**src/rtl/awg_pkg.sv**
```systemverilog
// Shared definitions for the AWG waveform loader: default widths, the
// upper-sample lane offset inside a packed stream word, and the FSM states.
package awg_pkg;

    localparam int DEF_DAC_DATA_WIDTH = 14;
    localparam int DEF_ADDR_WIDTH     = 16;
    localparam int DEF_CSUM_WIDTH     = 24;

    // Sample n+1 sits at this bit offset inside a 32-bit stream word.
    localparam int LANE_OFFSET = 16;

    typedef enum logic [1:0] {
        IDLE  = 2'd0,
        RECV  = 2'd1,
        WR_HI = 2'd2,
        DONE  = 2'd3
    } state_t;

endpackage

```
**src/rtl/awg_loader.sv**
```systemverilog
// Waveform loader: unpacks two samples per 32-bit stream word and writes them
// to consecutive sample-memory addresses starting at base_addr, for len
// samples. Reports busy/done, a write count and a running checksum.
//
// Stream handshake: a word transfers on a rising wclk edge where
// s_valid && s_ready are both high. s_ready is a pure decode of the
// registered state (high only in RECV) and never looks at s_valid or abort.
module awg_loader
    import awg_pkg::*;
#(
    parameter int DAC_DATA_WIDTH = DEF_DAC_DATA_WIDTH,
    parameter int ADDR_WIDTH     = DEF_ADDR_WIDTH,
    parameter int CSUM_WIDTH     = DEF_CSUM_WIDTH
) (
    input  logic                      wclk,
    input  logic                      rst_n,
    input  logic                      start,
    input  logic [ADDR_WIDTH-1:0]     base_addr,
    input  logic [ADDR_WIDTH:0]       len,
    input  logic                      abort,
    input  logic [31:0]               s_data,
    input  logic                      s_valid,
    output logic                      s_ready,
    output logic                      we,
    output logic [ADDR_WIDTH-1:0]     waddr,
    output logic [DAC_DATA_WIDTH-1:0] wdata,
    output logic                      busy,
    output logic                      done,
    output logic [ADDR_WIDTH:0]       count,
    output logic [CSUM_WIDTH-1:0]     csum,
    output logic [1:0]                dbg_state
);

    localparam logic [ADDR_WIDTH-1:0] ADDR_ONE = 1;
    localparam logic [ADDR_WIDTH:0]   REM_ONE  = 1;

    state_t                    state;
    state_t                    state_next;
    logic [ADDR_WIDTH-1:0]     addr;
    logic [ADDR_WIDTH:0]       remaining;
    logic [DAC_DATA_WIDTH-1:0] hi_q;

    logic                      load;
    logic                      hs;
    logic                      wr_en;
    logic                      wr_hi;
    logic [DAC_DATA_WIDTH-1:0] wr_sample;

    // Bits outside both sample lanes are deliberately ignored.
    logic unused_bits;
    assign unused_bits = ^{s_data[31:LANE_OFFSET+DAC_DATA_WIDTH],
                           s_data[LANE_OFFSET-1:DAC_DATA_WIDTH]};

    assign wr_sample = wr_hi ? hi_q : s_data[DAC_DATA_WIDTH-1:0];
    assign busy      = (state != IDLE);
    assign dbg_state = state;

    // Next-state and write-strobe decode; abort overrides every transition.
    always_comb begin
        state_next = state;
        s_ready    = 1'b0;
        load       = 1'b0;
        hs         = 1'b0;
        wr_en      = 1'b0;
        wr_hi      = 1'b0;
        case (state)
            IDLE: begin
                if (start) begin
                    load       = 1'b1;
                    state_next = (len == '0) ? DONE : RECV;
                end
            end
            RECV: begin
                s_ready = 1'b1;
                if (s_valid) begin
                    hs         = 1'b1;
                    wr_en      = 1'b1;
                    state_next = (remaining > REM_ONE) ? WR_HI : DONE;
                end
            end
            WR_HI: begin
                wr_en      = 1'b1;
                wr_hi      = 1'b1;
                state_next = (remaining > REM_ONE) ? RECV : DONE;
            end
            DONE: begin
                state_next = IDLE;
            end
            default: state_next = IDLE;
        endcase
        if (abort) begin
            state_next = IDLE;
            load       = 1'b0;
            hs         = 1'b0;
            wr_en      = 1'b0;
        end
    end

    // State register.
    always_ff @(posedge wclk or negedge rst_n) begin
        if (!rst_n) state <= IDLE;
        else        state <= state_next;
    end

    // Datapath: address/remaining counters, upper-sample latch, registered
    // write port, done pulse, count and checksum.
    always_ff @(posedge wclk or negedge rst_n) begin
        if (!rst_n) begin
            addr      <= '0;
            remaining <= '0;
            hi_q      <= '0;
            we        <= 1'b0;
            waddr     <= '0;
            wdata     <= '0;
            done      <= 1'b0;
            count     <= '0;
            csum      <= '0;
        end else begin
            we   <= wr_en;
            done <= (state == DONE) && !abort;
            if (load) begin
                addr      <= base_addr;
                remaining <= len;
                count     <= '0;
                csum      <= '0;
            end
            if (hs) begin
                hi_q <= s_data[LANE_OFFSET +: DAC_DATA_WIDTH];
            end
            if (wr_en) begin
                waddr     <= addr;
                wdata     <= wr_sample;
                addr      <= addr + ADDR_ONE;
                remaining <= remaining - REM_ONE;
                count     <= count + REM_ONE;
                csum      <= csum + CSUM_WIDTH'(wr_sample);
            end
        end
    end

endmodule

```
**config.mk**
```make
export PLATFORM = sky130hd
export DESIGN_NAME = awg_loader
export DESIGN_NICKNAME = d
export VERILOG_FILES = /design/src/rtl/awg_pkg.sv /design/src/rtl/awg_loader.sv
export SDC_FILE = /design/constraint.sdc
export NUM_CORES = 1
export LEC_CHECK = 0
export CORE_ASPECT_RATIO = 1.1
export CORE_MARGIN = 1
export CORE_UTILIZATION = 53
export CTS_BUF_LIST = sky130_fd_sc_hd__clkbuf_2
export DETAILED_ROUTE_END_ITERATION = 8
export PLACE_DENSITY = 0.83
export SLEW_MARGIN = 20
export SYNTH_ARGS = -nofsm -noshare
export SYNTH_HDL_FRONTEND = slang
export SYNTH_SLANG_ARGS = --single-unit
```
**constraint.sdc**
```tcl
create_clock -name wclk -period 4.6 [get_ports wclk]
set_clock_uncertainty 0.1 [all_clocks]
set_input_delay 0.46 -clock wclk [delete_from_list [all_inputs] [get_ports wclk]]
set_output_delay 0.46 -clock wclk [all_outputs]
set_load 0.01 [all_outputs]
```
==> results.json <==
{
  "initial_utilization_pct": 54.61,
  "timing.setup.tns_ns": 0,
  "netlist_area_um2": 6571,
  "crit_path_max_fanout": 13,
  "data_required_time_of_the_critical_path_ns": 5.12,
  "final_design_area_no_fill_um2": 8408,
  "antenna_cells": 0,
  "design.core.area_um2": 12030,
  "insertion_delay_ns": 0.69,
  "slew_headroom_pct": 37.24,
  "syn_inst": 692,
  "grt_max_degree": 72,
  "area_growth_pct": 27.95,
  "placedInstanceArea_um2": 8092,
  "global_route_wire_length_before_repair_um": 28520,
  "preCtsSetupSlack_ns": 0.8573,
  "achievable-frequency_ghz": 0.2653,
  "total_switching_power_mw": 1.842,
  "yosys_register_bits": 122,
  "synthDistinctLibCells": 67,
  "layout.nets": 923,
  "gr-total-overflow": 0,
  "asyncSetResetFlopFracSynth_pct": 100.0,
  "synth-seq-area-share_pct": 46.46,
  "tightest_slew_ns": 0.9379,
  "via_count": 6000,
  "number_of_pins_exceeding_their_max_slew_limit_in_the_final_report": 0,
  "place.gp.congestion": 0.8612,
  "post-dp-hpwl_um": 12250,
  "final_critical_path_setup_slack_ns": 0.8300,
  "p_leak_nw": 3.574,
  "die_area_um2": 12850,
  "final-seq-area_um2": 3053,
  "timing.critical_path.to_type": "register",
  "hold_viol_final": 0,
  "internal_power_mw": 2.883,
  "clock_pin_transition_on_the_worst_setup_and_hold_timing_paths_ns": 0.20,
  "number_of_antenna_violations_at_the_first_check_in_global_routing": 0,
  "num_rows": 42,
  "p_total_mw": 4.725,
  "startpoint": "dbg_state[0]",
  "outcome": "finished clean",
  "multiInputGateArea_um2": 3307,
  "p_seq_share_pct": 38.4,
  "worstPathArrival_ns": 4.29,
  "final_layout_size_suffix_gt1_share_pct": 11.51,
  "globalRouteTotalUtil_pct": 28.39,
  "portBuffers": 142,
  "dr.first_iter.drc_count": 381,
  "clock_power_share_pct": 17.9,
  "clock_tree.buffer_depth": 2,
  "cts_bufs_inserted": 17,
  "final.min_clock_period_ns": 3.770,
  "clockRootBuffer": "clkbuf_2",
  "die_y_um": 118.8,
  "comb_power_share_pct": 43.7,
  "final.period_utilization_pct": 81.96,
  "setup_violations": 0,
  "worst_ir_drop_vdd_mv": 0.3282,
  "whs_ns": 0.1078,
  "avgRoutedWirePerCell_um": 17.44,
  "num_io_pins": 147,
  "regToRegStartpoint": "dbg_state[0]",
  "via_per_inst": 6.018,
  "grt_pass1_vias": 5988,
  "clock-sinks": 122,
  "hp-class": "input port to async pin",
  "postSynth.topFlopCell": "dfrtp_1",
  "post_synth_edffs": 0,
  "syn_area_per_cell_um2": 9.496,
  "detail_route.wirelength_um": 17390,
  "rsz0062_at_grt": "no",
  "cts_tree": "done",
  "crit_type": "register to register",
  "synth.yosys.warnings": 0,
  "clock_tree.htree_level_count": 4,
  "power.switching_fraction_pct": 38.98,
  "fill_cells": 930,
  "drt-pass1-iter-count": 8,
  "p_per_area_nw_per_um2": 562.0,
  "ant_nets": 0,
  "synth.net_count": 785,
  "maxCapViolCount": 0,
  "die_w_um": 108.2,
  "post-route-drc-count": 0,
  "setup.worst_path.start_class": "register"
}
==> power by group through the flow <==
stage               Combinational, mW  Sequential, mW  Clock (mW)
floorplan                        1.17            1.84           0
global placement                 1.97            1.79           0
detailed placement               2.04            1.83           0
CTS                              2.06            1.81       0.855
global route                     2.27            1.87       0.902
finish                           2.06            1.82       0.845
==> flip-flops by register name (all words and copies together) (netlist names) <==
register and count:
count 17, remaining 17, addr 16, wdata 14, done 1, we 1
dbg_state 2, hi_q 14, waddr 16, csum 24
==> synthesized netlist by cell type, drive strengths merged, types with 3 or more instances <==
master / instances / area (um^2)
o21ai: 66 / 330.3
a21o: 4 / 30.03
nand2b: 3 / 18.77
a31oi: 4 / 25.02
a211oi: 13 / 97.59
o221a: 3 / 33.78
or3: 4 / 30.03
inv: 18 / 67.56
nand2: 109 / 414.2
a221o: 5 / 50.05
dfrtp: 122 / 3053
o22ai: 7 / 43.79
nand3: 37 / 185.2
and3: 7 / 43.79
and4: 4 / 35.03
nor2: 45 / 178.9
a211o: 3 / 26.28
or4: 4 / 30.03
nor4: 6 / 52.55
ha: 22 / 275.3
mux2: 40 / 450.4
o21a: 3 / 22.52
nand4: 9 / 56.30
o211ai: 4 / 30.03
xor2: 7 / 61.31
a21oi: 40 / 204.0
nor3: 15 / 85.08
o31ai: 6 / 45.04
and2: 4 / 25.02
nor3b: 3 / 27.52
nor2b: 3 / 18.77
mux2i: 13 / 130.1
clkbuf: 13 / 50.04
buf: 18 / 96.34
==> layer usage <==
metal  up-vias  wire, um  track usage (%)  share of wire, %
li1       2788         -                -                 -
met1      2939      7026            34.78                40
met2       244      8800            47.97                51
met3        29      1300            7.446               7.5
met4         0       261            9.589               1.5
met5         -         0                0                 0
==> critical path, stage by stage (launching register included) <==
cell	delay (ns)
dfrtp_1	0.47
inv_1	0.10
ha_1	0.59
mux2_2	0.29
ha_1	0.18
inv_1	0.06
fa_1	0.39
nor2b_1	0.20
o211ai_1	0.19
a21oi_1	0.37
o21ai_0	0.21
a211oi_1	0.32
mux2i_1	0.23
==> cell type report <==
type / instances / share of cell area (%)
Tap cell: 154 / 2.292
Clock buffer: 17 / 1.012
Inverter: 18 / 0.8036
Sequential cell: 122 / 36.31
Timing Repair Buffer: 150 / 17.62
Multi-Input combinational cell: 521 / 39.33
Clock inverter: 15 / 2.634
==> cells in the final DEF (no fill, tap or decap), types with 4 or more instances in the layout <==
cell type,n
a31oi_1,4
nand4_1,9
mux2_2,40
inv_1,17
mux2i_1,13
o211ai_1,4
or4_1,4
nor2_1,43
o21ai_0,66
o31ai_1,6
buf_4,8
clkdlybuf4s50_1,141
a211oi_1,13
o22ai_1,7
bufinv_16,5
nand2_1,107
nor3_1,13
and4_1,4
a221o_1,5
and3_1,7
dfrtp_1,122
and2_1,4
a21oi_1,39
nor4_1,5
nand3_1,37
clkbuf_2,17
xor2_1,7
a21o_1,4
ha_1,22
==> final timing paths <==
check                           endpoint  slack, ns  cells past startpoint
max                             csum[22]       0.83                     12
min                        remaining[12]       0.11                      2
max reg2reg                     csum[22]       0.83                     12
min reg2reg                     csum[23]       0.40                      1
max in group asynchronous        csum[9]       3.25                      3
min in group wclk               addr[15]       0.26                      3
==> through the flow <==
stage / util [%] / std cells
3_5_place_dp: 67.24 / 964
2_1_floorplan: - / 692
6_report: 69.87 / 997
5_1_grt: 69.87 / 997
3_3_place_gp: 67.24 / 964
4_1_cts: 69.87 / 997
==> logic make-up (layout without fill, tap and decap cells) <==
| logic type | Yosys count | in the layout | synth area share (%) |
|---|---|---|---|
| xor+xnor | 9 | 9 | 1.200 |
| fa+ha+maj | 23 | 23 | 4.493 |
| mux | 53 | 53 | 8.835 |
| compound gates | 173 | 173 | 16.24 |
| buf+inv | 49 | 200 | 3.256 |
| flops | 122 | 122 | 46.46 |
| simple gates | 263 | 263 | 19.52 |
==> repair_timing <==
action | in CTS | in global routing
setup buffers | 0 | 0
hold endpoints to repair | 32 | 0
hold buffers | 1 | 0
resized for setup | 0 | 0
endpoints found under the setup margin | 0 | 0
Note: power is estimated with default switching activity, not from simulation.
==> variant 1 (same settings) <==
Make the reset (`rst_n`) synchronous in 2 clocked blocks.
--- a/src/rtl/awg_loader.sv
+++ b/src/rtl/awg_loader.sv
@@ -97,14 +97,14 @@
     end
 
     // State register.
-    always_ff @(posedge wclk or negedge rst_n) begin
+    always_ff @(posedge wclk) begin
         if (!rst_n) state <= IDLE;
         else        state <= state_next;
     end
 
     // Datapath: address/remaining counters, upper-sample latch, registered
     // write port, done pulse, count and checksum.
-    always_ff @(posedge wclk or negedge rst_n) begin
+    always_ff @(posedge wclk) begin
         if (!rst_n) begin
             addr      <= '0;
             remaining <= '0;
Formal check against the unedited RTL: differs if rst_n is asserted again (counterexample within 4 cycles, from zero or initial values and one cycle with rst_n low); with rst_n held inactive, the same outputs for 10 cycles.
==> variant 1 against the unedited design <==
Critical path depth decreased by 1. Cell area decreased by 2.6%. Highest routed layer unchanged. Largest cell class unchanged. Sequential share of layout area decreased by 6.5 points. Wire length is 4.4% higher. Setup slack better by 0.27 ns. Hold slack improved by 0.12 ns. Final cell count up 7.1%. Area after synthesis is 1.4% lower. Fmax increased by 7.6%. Sequential cell count stayed put.
Power is not compared: it rests on default switching activity, and its combinational part moved more than twofold at a synthesized area within 25%.
==> variant 1: results (changes against the unedited design) <==
.. list-table::
   :header-rows: 1

   * - Metric
     - Value
   * - Run status
     - complete, no violations
   * - Placement Cell Area
     - 7930 um^2 (-1.9%)
   * - Wire length of the first global-routing pass
     - 29400 um (+3.0%)
   * - Sum of routed wire segments on met1
     - 7790 um (+11%)
   * - Net count after synthesis
     - 878 (+12%)
   * - Worst max-slew margin expressed relative to the limit
     - 0.409 (+0.0370)
   * - Number of distinct library cells after synthesis
     - 69 (+3.0%)
   * - Number of iterations in the first detailed-routing pass
     - 9 (+1)
   * - Ratio of cells with drive above 1 in the final layout
     - 0.0752 (-0.0399)
   * - Met2 track utilization from global routing
     - 0.486 (+0.00619)
   * - Top cells by count, synth
     - nand2_1 (145), dfxtp_1 (122), a21boi_0 (58)
   * - Post-synthesis compound-gate area fraction
     - 0.228 (+0.0655)
   * - Endpoint of the most critical register-to-register path
     - csum[21]$_SDFFE_PN0P_
   * - Path type of the worst min-delay path
     - input pin to flop
   * - # hold bufs at CTS
     - 0 (-1)
   * - Upper clock frequency limit
     - 285 MHz (+7.6%)
   * - Hold Worst Slack
     - 0.227 ns (+0.119 ns)
   * - Xor-xnor portion of the synthesized cell area
     - 0.0216 (+0.00964)
   * - Post-route cell area
     - 8190 um^2 (-2.6%)
   * - Setup slack of the most critical reg-to-reg path
     - 1.10 ns (+0.27 ns)
   * - Highest-delay cell along the critical path
     - o311ai_0
   * - Layout filler cell count
     - 944 (+1.5%)
   * - Vias in the first global route
     - 6217 (+3.8%)
   * - Crit Path Max Fanout
     - 16 (+3)
   * - Biggest cell delay along the critical path
     - 0.50 ns (-0.09 ns)
   * - Pre-CTS setup slack
     - 1.17 ns (+0.310 ns)
   * - Mux share of post-synthesis cell area
     - 0.0444 (-0.0439)
   * - Detail Route met2 WL
     - 8660 um (-1.6%)
   * - Startpoint of the worst register-to-register path
     - dbg_state[0]$_SDFFE_PP0P_
   * - Most used flip-flop cell after synthesis
     - dfxtp_1
   * - Cell types with the largest area share after synthesis
     - dfxtp_1 (38%), nand2_1 (8.4%), a21boi_0 (6.7%), ha_1 (4.4%), nand3_1 (3.2%)
## variant 1: final cells by class
| type | count | area share |
|---|---|---|
| clock buffer | 20 | 0.0122 |
| clock inverter | 11 | 0.0186 |
| multi-input combinational | 600 | 0.461 |
| tap | 150 | 0.0229 |
| sequential | 122 | 0.298 |
| timing repair buffer | 149 | 0.179 |
| inverter | 16 | 0.00734 |
## variant 1: cells by family after synthesis
| logic type | Yosys count |
|---|---|
| flip-flops | 122 |
| buffers and inverters | 62 |
| AO/OA/AOI/OAI | 213 |
| AND/OR/NAND/NOR | 320 |
| XOR/XNOR | 16 |
| multiplexers | 27 |
| adder cells (fa/ha/maj) | 24 |
## variant 1: worst reg2reg max path, stage by stage (launching register included)
cell      delay (ns)
dfxtp_1         0.40
inv_1           0.15
ha_1            0.16
buf_4           0.24
mux2_2          0.39
ha_1            0.35
a21o_1          0.22
a31o_2          0.24
o211ai_1        0.31
a21oi_1         0.19
o311ai_0        0.50
mux2i_1         0.23
==> variant 2 (same settings) <==
Made on the original files. The package constant `DEF_CSUM_WIDTH` goes from 24 to 12.
--- a/src/rtl/awg_pkg.sv
+++ b/src/rtl/awg_pkg.sv
@@ -4,7 +4,7 @@
 
     localparam int DEF_DAC_DATA_WIDTH = 14;
     localparam int DEF_ADDR_WIDTH     = 16;
-    localparam int DEF_CSUM_WIDTH     = 24;
+    localparam int DEF_CSUM_WIDTH     = 12;
 
     // Sample n+1 sits at this bit offset inside a 32-bit stream word.
     localparam int LANE_OFFSET = 16;
Ports: changed (resized csum); port bits go from 147 to 135. No check against the original RTL was run, so the function may have changed too.
==> variant 2 against the unedited design <==
Area after synthesis decreased by 12%. Power fell by 22%. Sequential cell count shrank 12. Cell area is 13% lower. Wire length is 17% lower. Utilization decreased by 0.35 points. Setup slack improved by 0.19 ns. Sequential power is 10% lower.
==> variant 2: results (changes against the unedited design) <==
.. list-table::
   :header-rows: 1

   * - Metric
     - Value
   * - Global-route usage over all layers
     - 0.261 (-0.0226)
   * - Ratio of cells with drive above 1 in the final layout
     - 0.0867 (-0.0283)
   * - Violation count after the first detailed-route iteration
     - 228 (-40%)
   * - Leakage power total
     - 3.18 nW (-11%)
   * - Largest registers
     - count (17), remaining (17)
   * - Die Area
     - 11300 um^2 (-12%)
   * - Number of distinct library cells after synthesis
     - 64 (-4.5%)
   * - Maximum vdd drop
     - 0.000305 V (-7.1%)
   * - Clock insertion delay at the later pin of the skew report
     - 0.59 ns (-0.10 ns)
   * - CTS Buf Count
     - 9 (-8)
   * - Clock transition at the registers of the reported paths
     - 0.27 ns (+0.07 ns)
   * - Vias in the first global route
     - 4943 (-17%)
   * - Final estimated routing congestion in global placement
     - 0.857 (-0.50%)
   * - Number of gates resized after CTS
     - 0 (unchanged)
   * - Top cells by count, synth
     - nand2_1 (139), dfrtp_1 (110), o21ai_0 (42)
   * - Maximum level of the CTS H-tree
     - 3 (-1)
   * - Final net count
     - 823 (-11%)
   * - Number of vias after detailed routing
     - 5033 (-16%)
   * - Sum of net half-perimeters after detailed placement
     - 10200 um (-16%)
   * - Async SR Flop Fraction
     - 1.00 (unchanged)
   * - Final antenna diode count
     - 0 (unchanged)
   * - Post-synth EDFFs
     - 0 (unchanged)
   * - Wire length of the first global-routing pass
     - 23300 um (-18%)
   * - Crit path arrival time
     - 4.01 ns (-0.28 ns)
   * - Final routed wire length divided by cell count
     - 16.3 um (-6.5%)
   * - Number of iterations in the first detailed-routing pass
     - 5 (-3)
   * - Run status
     - complete, no violations
   * - Number of antenna violations at the first check in global routing
     - 0 (unchanged)
   * - Cell types with the largest area share after synthesis
     - dfrtp_1 (48%), nand2_1 (9.0%), mux2_2 (4.9%), ha_1 (4.1%), o21ai_0 (3.6%)
   * - Path type of the worst min-delay path
     - input pin to asynchronous set/reset pin
   * - Maximum number of pins on one net before global-route repair
     - 84 (+17%)
   * - Crit Path Max Fanout
     - 18 (+5)
   * - Slew at the pin closest to its max-slew limit
     - 1.07 ns (+0.130 ns)
   * - Clock Root Buffer
     - clkbuf_2
   * - Setup Fix Bufs, Post-CTS
     - 0 (unchanged)
   * - Share of synthesized area occupied by flip-flops and latches
     - 0.475 (+0.0109)
   * - Port bufs
     - 130 (-8.5%)
   * - Synth Warn #
     - 0 (unchanged)
   * - Bufs on Longest Clock Path
     - 2 (unchanged)
   * - Net count after synthesis
     - 706 (-10%)
   * - Pre-CTS setup slack
     - 1.09 ns (+0.228 ns)
[variant 2: cell types whose count changed after synthesis, moves of 12 or more]
cell / change
o21ai_0: -24
dfrtp_1: -12
nor2_1: -16
mux2_2: -15
nand2_1: +32
a21oi_1: -12
[variant 2: final timing paths]
check | from | endpoint | slack, ns | cells past startpoint
setup / recovery | dbg_state[0]$_DFFE_PN0P_ | csum[9]$_DFFE_PN0P_ | 1.02 | 12
hold / removal | rst_n | count[16]$_DFFE_PN0P_ | 0.33 | 2
setup reg to reg | dbg_state[0]$_DFFE_PN0P_ | csum[9]$_DFFE_PN0P_ | 1.02 | 12
hold reg to reg | waddr[10]$_DFFE_PN0P_ | waddr[10]$_DFFE_PN0P_ | 0.41 | 2
max in group asynchronous | rst_n | dbg_state[0]$_DFFE_PN0P_ | 3.15 | 3
min in group wclk | len[11] | remaining[11]$_DFFE_PN0P_ | 0.33 | 3
[variant 2: kinds of logic after synthesis]
family,Yosys count,share of synthesized area
and+or+nand+nor,262,0.215
muxes,34,0.0642
xor gates and xnor gates,8,0.0121
adders and majority gates,20,0.0445
AOI/OAI and AO/OA,136,0.155
buffers and inverters,46,0.0337
DFF,110,0.475
[variant 2: cell type report]
type	instances	area, um^2
clock buffers	11	55.1
inverters	16	60.1
multi-input cells	460	2850
repair buffers	136	1350
well taps	143	179
clock inverters	5	50.0
fillers	830	3200
flip-flops and latches	110	2750
[variant 2: layer usage]
layer / vias up / global-route usage / routed length (um)
li1: 2420 / - / -
met1: 2459 / 0.329 / 6020
met2: 140 / 0.444 / 7280
met3: 14 / 0.0584 / 886
met4: 0 / 0.0812 / 185
met5: - / 0 / 0
[variant 2: stage by stage]
stage / util / instance area, um^2 / cells / hold slack (ns) / power [W]
6_report: 0.695 / 7290 / 881 / 0.328 / 0.00368
3_5_place_dp: 0.684 / 7170 / 864 / 0.363 / 0.00326
3_3_place_gp: 0.684 / 7170 / 864 / 0.357 / 0.00317
5_1_grt: 0.695 / 7290 / 881 / 0.307 / 0.00393
2_1_floorplan: - / 5790 / 616 / 0.0644 / 0.00258
4_1_cts: 0.695 / 7290 / 881 / 0.291 / 0.00369
[variant 2: repair_timing]
action                     CTS  global route
setup endpoints to repair    0             0
hold endpoints to repair    82             0
hold buffers                 1             0
[variant 2: worst max-delay path, stage by stage (launching register included)]
cell and delay [ns]:
dfrtp_1 0.49, inv_1 0.11, ha_1 0.15, buf_4 0.26, mux2i_1 0.42, inv_1 0.09, ha_1 0.31, a211oi_1 0.31
o21bai_1 0.15, a2111oi_0 0.64, o31ai_1 0.18, xnor2_1 0.15, o21ai_0 0.17
[variant 2: power breakdown]
group,leakage [nW],total [W],internal (W),switching (W)
combinational,1.71,0.00161,0.000805,0.000809
sequential,1.41,0.00163,0.00132,0.000315
clock,0.0670,0.000429,0.000125,0.000304
